### src/rtl/rob_id_allocator.sv
// Circular ROB ID allocator: offers the next ALLOC_W free IDs, frees the oldest on retire, and flushes.
// Optional occupancy/stall statistics are built when ROB_ALLOC_STATS_EN is defined.
module rob_id_allocator #(
  parameter int unsigned ENTRIES = 32,
  parameter int unsigned ID_W    = 5,
  parameter int unsigned ALLOC_W = 4,
  parameter int unsigned RET_W   = 4,
  parameter int unsigned CNT_W   = 6
) (
  input  logic                    clk,
  input  logic                    rst,
  input  logic [2:0]              alloc_take,
  input  logic [2:0]              retire_cnt,
  input  logic                    flush,
  output logic [ALLOC_W*ID_W-1:0] rob_ids,
  output logic [ALLOC_W-1:0]      rob_ids_valid,
  output logic [CNT_W-1:0]        free_count,
  output logic [ID_W-1:0]         head_id,
  output logic                    empty,
  output logic                    full,
  output logic                    err,
  output logic [15:0]             stat_stall,
  output logic [CNT_W-1:0]        stat_peak
);

  localparam int unsigned STAT_W = 16;

  logic [ID_W-1:0]  head_q, head_d;
  logic [ID_W-1:0]  tail_q, tail_d;
  logic [CNT_W-1:0] occ_q, occ_d;
  logic             err_q, err_d;

  logic [CNT_W-1:0] free_cnt;
  logic [CNT_W-1:0] take_req, take_lim, take_eff;
  logic [CNT_W-1:0] ret_req, ret_lim, ret_eff;
  logic             take_bad, ret_bad;

  // Clamp requests against pre-edge state; anything over the limit is a protocol error.
  always_comb begin
    free_cnt = CNT_W'(ENTRIES) - occ_q;
    take_req = CNT_W'(alloc_take);
    ret_req  = CNT_W'(retire_cnt);
    take_lim = (free_cnt < CNT_W'(ALLOC_W)) ? free_cnt : CNT_W'(ALLOC_W);
    ret_lim  = (occ_q < CNT_W'(RET_W)) ? occ_q : CNT_W'(RET_W);
    take_bad = take_req > take_lim;
    ret_bad  = ret_req > ret_lim;
    take_eff = take_bad ? take_lim : take_req;
    ret_eff  = ret_bad ? ret_lim : ret_req;
  end

  // Next state; flush discards everything outstanding and ignores take/retire.
  always_comb begin
    head_d = head_q;
    tail_d = tail_q;
    occ_d  = occ_q;
    err_d  = err_q;
    if (flush) begin
      occ_d  = '0;
      head_d = tail_q;
    end else begin
      tail_d = tail_q + ID_W'(take_eff);
      head_d = head_q + ID_W'(ret_eff);
      occ_d  = occ_q + take_eff - ret_eff;
      err_d  = err_q | take_bad | ret_bad;
    end
  end

  always_ff @(posedge clk or posedge rst) begin
    if (rst) begin
      head_q <= '0;
      tail_q <= '0;
      occ_q  <= '0;
      err_q  <= 1'b0;
    end else begin
      head_q <= head_d;
      tail_q <= tail_d;
      occ_q  <= occ_d;
      err_q  <= err_d;
    end
  end

  // Output decode from registered state only.
  always_comb begin
    rob_ids       = '0;
    rob_ids_valid = '0;
    for (int i = 0; i < int'(ALLOC_W); i++) begin
      rob_ids[i*ID_W +: ID_W] = tail_q + ID_W'(i);
      rob_ids_valid[i]        = CNT_W'(i) < free_cnt;
    end
  end

  assign free_count = free_cnt;
  assign head_id    = head_q;
  assign empty      = occ_q == '0;
  assign full       = occ_q == CNT_W'(ENTRIES);
  assign err        = err_q;

`ifdef ROB_ALLOC_STATS_EN
  logic [STAT_W-1:0] stall_q;
  logic [CNT_W-1:0]  peak_q;

  // Stats survive flush; only reset clears them.
  always_ff @(posedge clk or posedge rst) begin
    if (rst) begin
      stall_q <= '0;
      peak_q  <= '0;
    end else begin
      if (!flush && (free_cnt < CNT_W'(ALLOC_W)) && (stall_q != {STAT_W{1'b1}}))
        stall_q <= stall_q + STAT_W'(1);
      if (occ_d > peak_q)
        peak_q <= occ_d;
    end
  end

  assign stat_stall = stall_q;
  assign stat_peak  = peak_q;
`else
  assign stat_stall = '0;
  assign stat_peak  = '0;
`endif

endmodule

### config.mk
export PLATFORM = sky130hd
export DESIGN_NAME = rob_id_allocator
export DESIGN_NICKNAME = d
export VERILOG_FILES = /design/src/rtl/rob_id_allocator.sv
export SDC_FILE = /design/constraint.sdc
export NUM_CORES = 1
export LEC_CHECK = 0
export BUFFER_PORTS_ARGS = -buffer_cell sky130_fd_sc_hd__buf_2
export CAP_MARGIN = 20
export CORE_MARGIN = 2
export CORE_UTILIZATION = 30
export CTS_CLUSTER_SIZE = 20
export DETAILED_ROUTE_END_ITERATION = 8
export PLACE_DENSITY = 0.65
export SETUP_SLACK_MARGIN = 0.02
export SYNTH_ARGS = -nofsm -noshare
export SYNTH_HDL_FRONTEND = slang
export SYNTH_SLANG_ARGS = --single-unit
export TNS_END_PERCENT = 30
### constraint.sdc
create_clock -name clk -period 4.3 [get_ports clk]
set_input_delay 0.215 -clock clk [delete_from_list [all_inputs] [get_ports clk]]
set_output_delay 0.215 -clock clk [all_outputs]
set_load 0.005 [all_outputs]
# Yosys cells after proc, flatten, opt, wreduce, memory -nomap -nowiden
# Index checks and enable logic that the tools add are counted.
[word_totals]
mem_count = 0
rom_bits = 0
ramBits = 0
inputBits = 9
latch_bits = 0
ff_bits = 17
[op_classes]
mux = 6
bitwise = 2
n_lt_le_gt_ge = 8
div = 0
mul = 0
reduce_logical = 1
n_addsub = 8
shifts = 0
n_eq_ne = 1
[op_table]
columns = ["operator", "n"]
rows = [
  ["$mux 6", 5],
  ["$gt 3x6->1", 2],
  ["$lt 1x6->1 const A", 2],
  ["$lt 2x6->1 const A", 2],
  ["$lt 6x3->1 const B", 2],
  ["$add 5x2->5 const B", 2],
  ["$add 5x5->5", 2],
  ["$add 6x6->6", 1],
  ["$eq 6x6->1 const B", 1],
  ["$logic_not 6->1", 1],
  ["$sub 6x6->6", 1],
  ["$sub 6x6->6 const A", 1],
  ["$add 5x1->5 const B", 1],
  ["$mux 5", 1],
  ["$or 1x1->1", 2],
]

# Longest topological paths before layout
[depth]
depth_word = 8
ltp_mapped = 22
ltp_nobuf = 22

# Worst setup path after synthesis
# Ideal clock, no wire load.
[synth_timing]
kind = "flip-flop to flip-flop"
startpoint = "register occ_q[0]"
endpoint = "register occ_q[4]"
required_ns = 4.169
stages_incl_launch_ff = 22
setup_slack_ns = -0.105
arrival_ns = 4.274
cell_sequence = "dfrtp_1 > inv_1 > ha_1 > nor2b_2 > a21oi_2 > o32ai_4 > nand2_1 > inv_2 > nand2_1 > ha_1 > nor2b_1 > o21ai_1 > a32oi_2 > nand2_1 > o22a_1 > fa_1 > inv_1 > fa_1 > a21o_1 > a21oi_1 > xor2_1 > nor2_1"
[synth_via]
elab_chain_len = 8
elab_cells_between_ends = 12
cone_classes = "3 x add/sub; 4 x order compare; 5 x mux"
[synth_lines]
columns = ["element", "line_no", "rtl"]
rows = [
  ["start: declaration", "30", "logic [CNT_W-1:0] occ_q, occ_d;"],
  ["start signal: assignment", "72", "occ_q <= '0;"],
  ["start signal: assignment", "77", "occ_q <= occ_d;"],
  ["$sub 6x6->6", "40", "free_cnt = CNT_W'(ENTRIES) - occ_q;"],
  ["$lt 6x3->1", "43", "take_lim = (free_cnt < CNT_W'(ALLOC_W)) ? free_cnt : CNT_W'(ALLOC_W);"],
  ["$mux 6", "43", ""],
  ["$gt 3x6->1", "45", "take_bad = take_req > take_lim;"],
  ["$mux 6", "47", "take_eff = take_bad ? take_lim : take_req;"],
  ["$add 6x6->6", "63", "occ_d = occ_q + take_eff - ret_eff;"],
  ["$sub 6x6->6 *", "63", ""],
  ["$mux 6 *", "57", "if (flush) begin"],
  ["via occ_d[4]", "30", ""],
]
# Mark *: on every way through the listed nets, which the timed path passes. The rest lies on a longest branch.
# A chain may end at the register's enable or synchronous reset.

# Worst setup path in the final report
[layout_timing]
startpoint = "register occ_q[1]"
endpoint = "register occ_q[4]"
# Same word-level chain as after synthesis.

==> results.md <==
* Synth top area cells: dfrtp_1 22%, ha_1 17%, buf_4 9.7%, fa_1 7.2%, inv_1 5.8%
* Fill count at 650
* Max Slew Vio Count at 0
* Placed cell count at about 350
* Core footprint at ~6300 um2
* Crit path kind: reg -> reg
* Commonest non-fill, non-tap cell in the layout: buf_2
* Post-synth top area cell: dfrtp_1
* Synth async-reset ratio at 1.00
* WP data arrival at roughly 4.2 ns
* PD cells at 891 nW/um2
* Leak Pwr at about 1.3 nW
* Detailed Place HPWL at 3400 um
* Detail Route met3 WL at a little over 200 um
* Register share of total power at 0.165
* Setup Skew at about 0.0028 ns
* Storage element area at 425 um2
* Synthesized cell area at 1940 um2
* Status: finished clean
* Comb pwr share at 0.779
* Vias in the first global route at ~1500
* Clock tree from TritonCTS: done
* Routed met1 length at 2080 um
* Seq/Total Area, Yosys at 0.219
* Most frequent cells in the layout: 46 x buf_2, 28 x conb_1, 27 x inv_1
* Worst min path class: in -> async
* Ant. Diodes at 0
* Req. time, crit path at 4.42 ns
* First-pass GRT wire length at slightly above 7000 um
* Tot GR Track Use at 0.120
* Clk root buf: clkbuf_8
* Syn Area/Cell at around 8.6 um2
* Number of port buffers at 46
* Fin crit period at around 4.1 ns
* Yosys cell types at 36
* Int Pwr at 1.12 mW
* Max rail drop VDD at between 300 and 400 uV
* Setup crit start kind: flip-flop
* Mapped Cells at ~230
* Measured slew at the worst slew-check pin at 0.703 ns
* Number of synthesized register bits at 17
* Final Hold Fails at 0
* Max Cap Viol at 0
* Fin cells at 363
* GR Overflow Total at 0
* EDFF count, synth at 0
* RePlAce Congestion at 0.834
* Layout Nets at 330
* Worst-Skew Late Latency at about 0.25 ns
* CP Capture Type: flip-flop
* Top cell type's share of synthesized area at 0.219
* Relative slew margins at 0.531
* H-tree lvl count at 1
* Switching power at 1.01 mW
* First DRT Iteration DRCs at 21
* Wire length on met2 at 1900 um
* Layout cells sized above 1 at 0.301
* Max Clk Rate at 0.243 GHz
* Initial core utilization at 0.308
* Ports at 69
* CTS Buf Count at 3
* Top routing layer used: met3
* Largest fanout on the critical path at 5
* Antenna viol nets, final at 0
* Final setup fails at 0
* DR WL/cell at between 10 and 15 um
* Part of the cycle the worst path needs at 0.959
* Area growth syn-to-layout at 23.3%
* Multi-input combinational cell area at 1360 um2
* Routed vias at roughly 1600
* DR DRC count at 0
* Setup TNS Final at 0 ns
* Pre-antenna DRT Iters at 4
* Total routed wirelength at roughly 4200 um
* CTS Hold Bufs at 0
* DIE AREA at 7130 um2
* Clock slew at reported path FFs at approximately 0.07 ns
* Die W at around 84 um
* Switching Share at 0.473
* Antenna violations before repair at 0
* Std cell rows at 29
* Die height at 84.5 um
* Top FF cell, synth: dfrtp_1
* Yosys warning total at 0
* Pin count of the biggest net entering global routing at 23
* RSZ-0062 raised after global routing: true
* Clock Power Share at 0.056
* Clk buf depth at 2
* Vias per cell at 4.31
* CTS Sinks at 17
==> routing by layer <==
| metal | up-vias | GRT usage |
|---|---|---|
| li1 | 794 | - |
| met1 | 722 | 0.171 |
| met2 | 47 | 0.201 |
| met3 | 0 | 0.0147 |
| met4 | 0 | 0.0173 |
| met5 | - | 0 |
==> per-stage QoR <==
stage               power, mW  setup slack (ns)  instance area (um2)  utilization  hold WS, ns
floorplan                1.39            0.0350                 2050            -        0.141
global placement         1.84             0.185                 2240        0.355        0.351
detailed placement       1.88             0.103                 2240        0.355        0.363
CTS                      2.02            0.0899                 2290        0.362       0.0970
finish                   2.13             0.177                 2390        0.379       0.0665
global route             2.40           -0.0951                 2390        0.379        0.121
==> logic make-up after synthesis <==
| logic type | after synthesis | synth area share |
|---|---|---|
| AND/OR/NAND/NOR | 47 | 0.126 |
| buffers and inverters | 62 | 0.168 |
| AO/OA/AOI/OAI | 42 | 0.142 |
| XOR/XNOR | 21 | 0.0947 |
| adder cells (fa/ha/maj) | 34 | 0.246 |
| other | 2 | 0.00387 |
| flip-flops | 17 | 0.219 |
==> cells in the mapped netlist, drive strengths merged (2+ instances only) <==
master / count
nand2b: 2
a32oi: 2
conb: 2
buf: 25
fa: 7
nor4: 2
dfrtp: 17
clkbuf: 5
a21oi: 13
xor2: 12
xnor2: 9
a21o: 6
o21ai: 16
nor2: 10
ha: 27
nor2b: 6
nand3: 5
inv: 32
nand2: 16
==> layout make-up <==
type / count / area share
clock buffer: 4 / 0.0188
inverter: 32 / 0.0502
multi-input combinational: 172 / 0.568
sequential: 17 / 0.178
tap: 77 / 0.0403
timing repair buffer: 61 / 0.145
==> worst max-delay path, cell delays in order (launching register included) <==
cell	delay [ns]
dfrtp_1	0.43
inv_2	0.08
ha_4	0.17
and2b_1	0.21
a21oi_2	0.05
o32ai_4	0.33
nand2_2	0.09
inv_2	0.07
nand2_2	0.06
ha_4	0.26
nor2b_4	0.13
o21ai_2	0.06
a32oi_2	0.22
nand2_1	0.11
o22a_1	0.26
fa_1	0.56
inv_2	0.06
fa_2	0.34
a21o_1	0.17
a21oi_2	0.12
xor2_1	0.14
nor2_1	0.06
==> path summary, 6_finish.rpt <==
kind                           from  slack [ns]  cells after the start  endpoint
min reg2reg                     err        0.49                      1       err
min in group clk              flush        0.36                      2  occ_q[3]
max reg2reg                occ_q[1]        0.18                     21  occ_q[4]
max in group asynchronous       rst        3.79                      2  occ_q[5]
max                        occ_q[1]        0.18                     21  occ_q[4]
min                             rst        0.07                      2       err
==> power by group through the flow <==
| stage | combinational [mW] | sequential (mW) | clock, mW |
|---|---|---|---|
| final | 1.66 | 0.352 | 0.120 |
| after global routing | 1.90 | 0.367 | 0.135 |
| after CTS | 1.54 | 0.352 | 0.128 |
| after detailed placement | 1.53 | 0.354 | 0 |
| after global placement | 1.49 | 0.351 | 0 |
| after floorplan | 1.07 | 0.317 | 0 |
==> state kept, by name, indices dropped and copies added, names as in the netlist <==
| register | count |
|---|---|
| tail_q | 5 |
| err | 1 |
| head_id | 5 |
| occ_q | 6 |
==> repair_timing <==
item                                   CTS  global route
buffers inserted                         0             5
setup endpoints to repair                0             3
endpoints found under the hold margin    0             0
gates resized for setup                  0            15
Note: power is estimated with default switching activity, not from simulation.
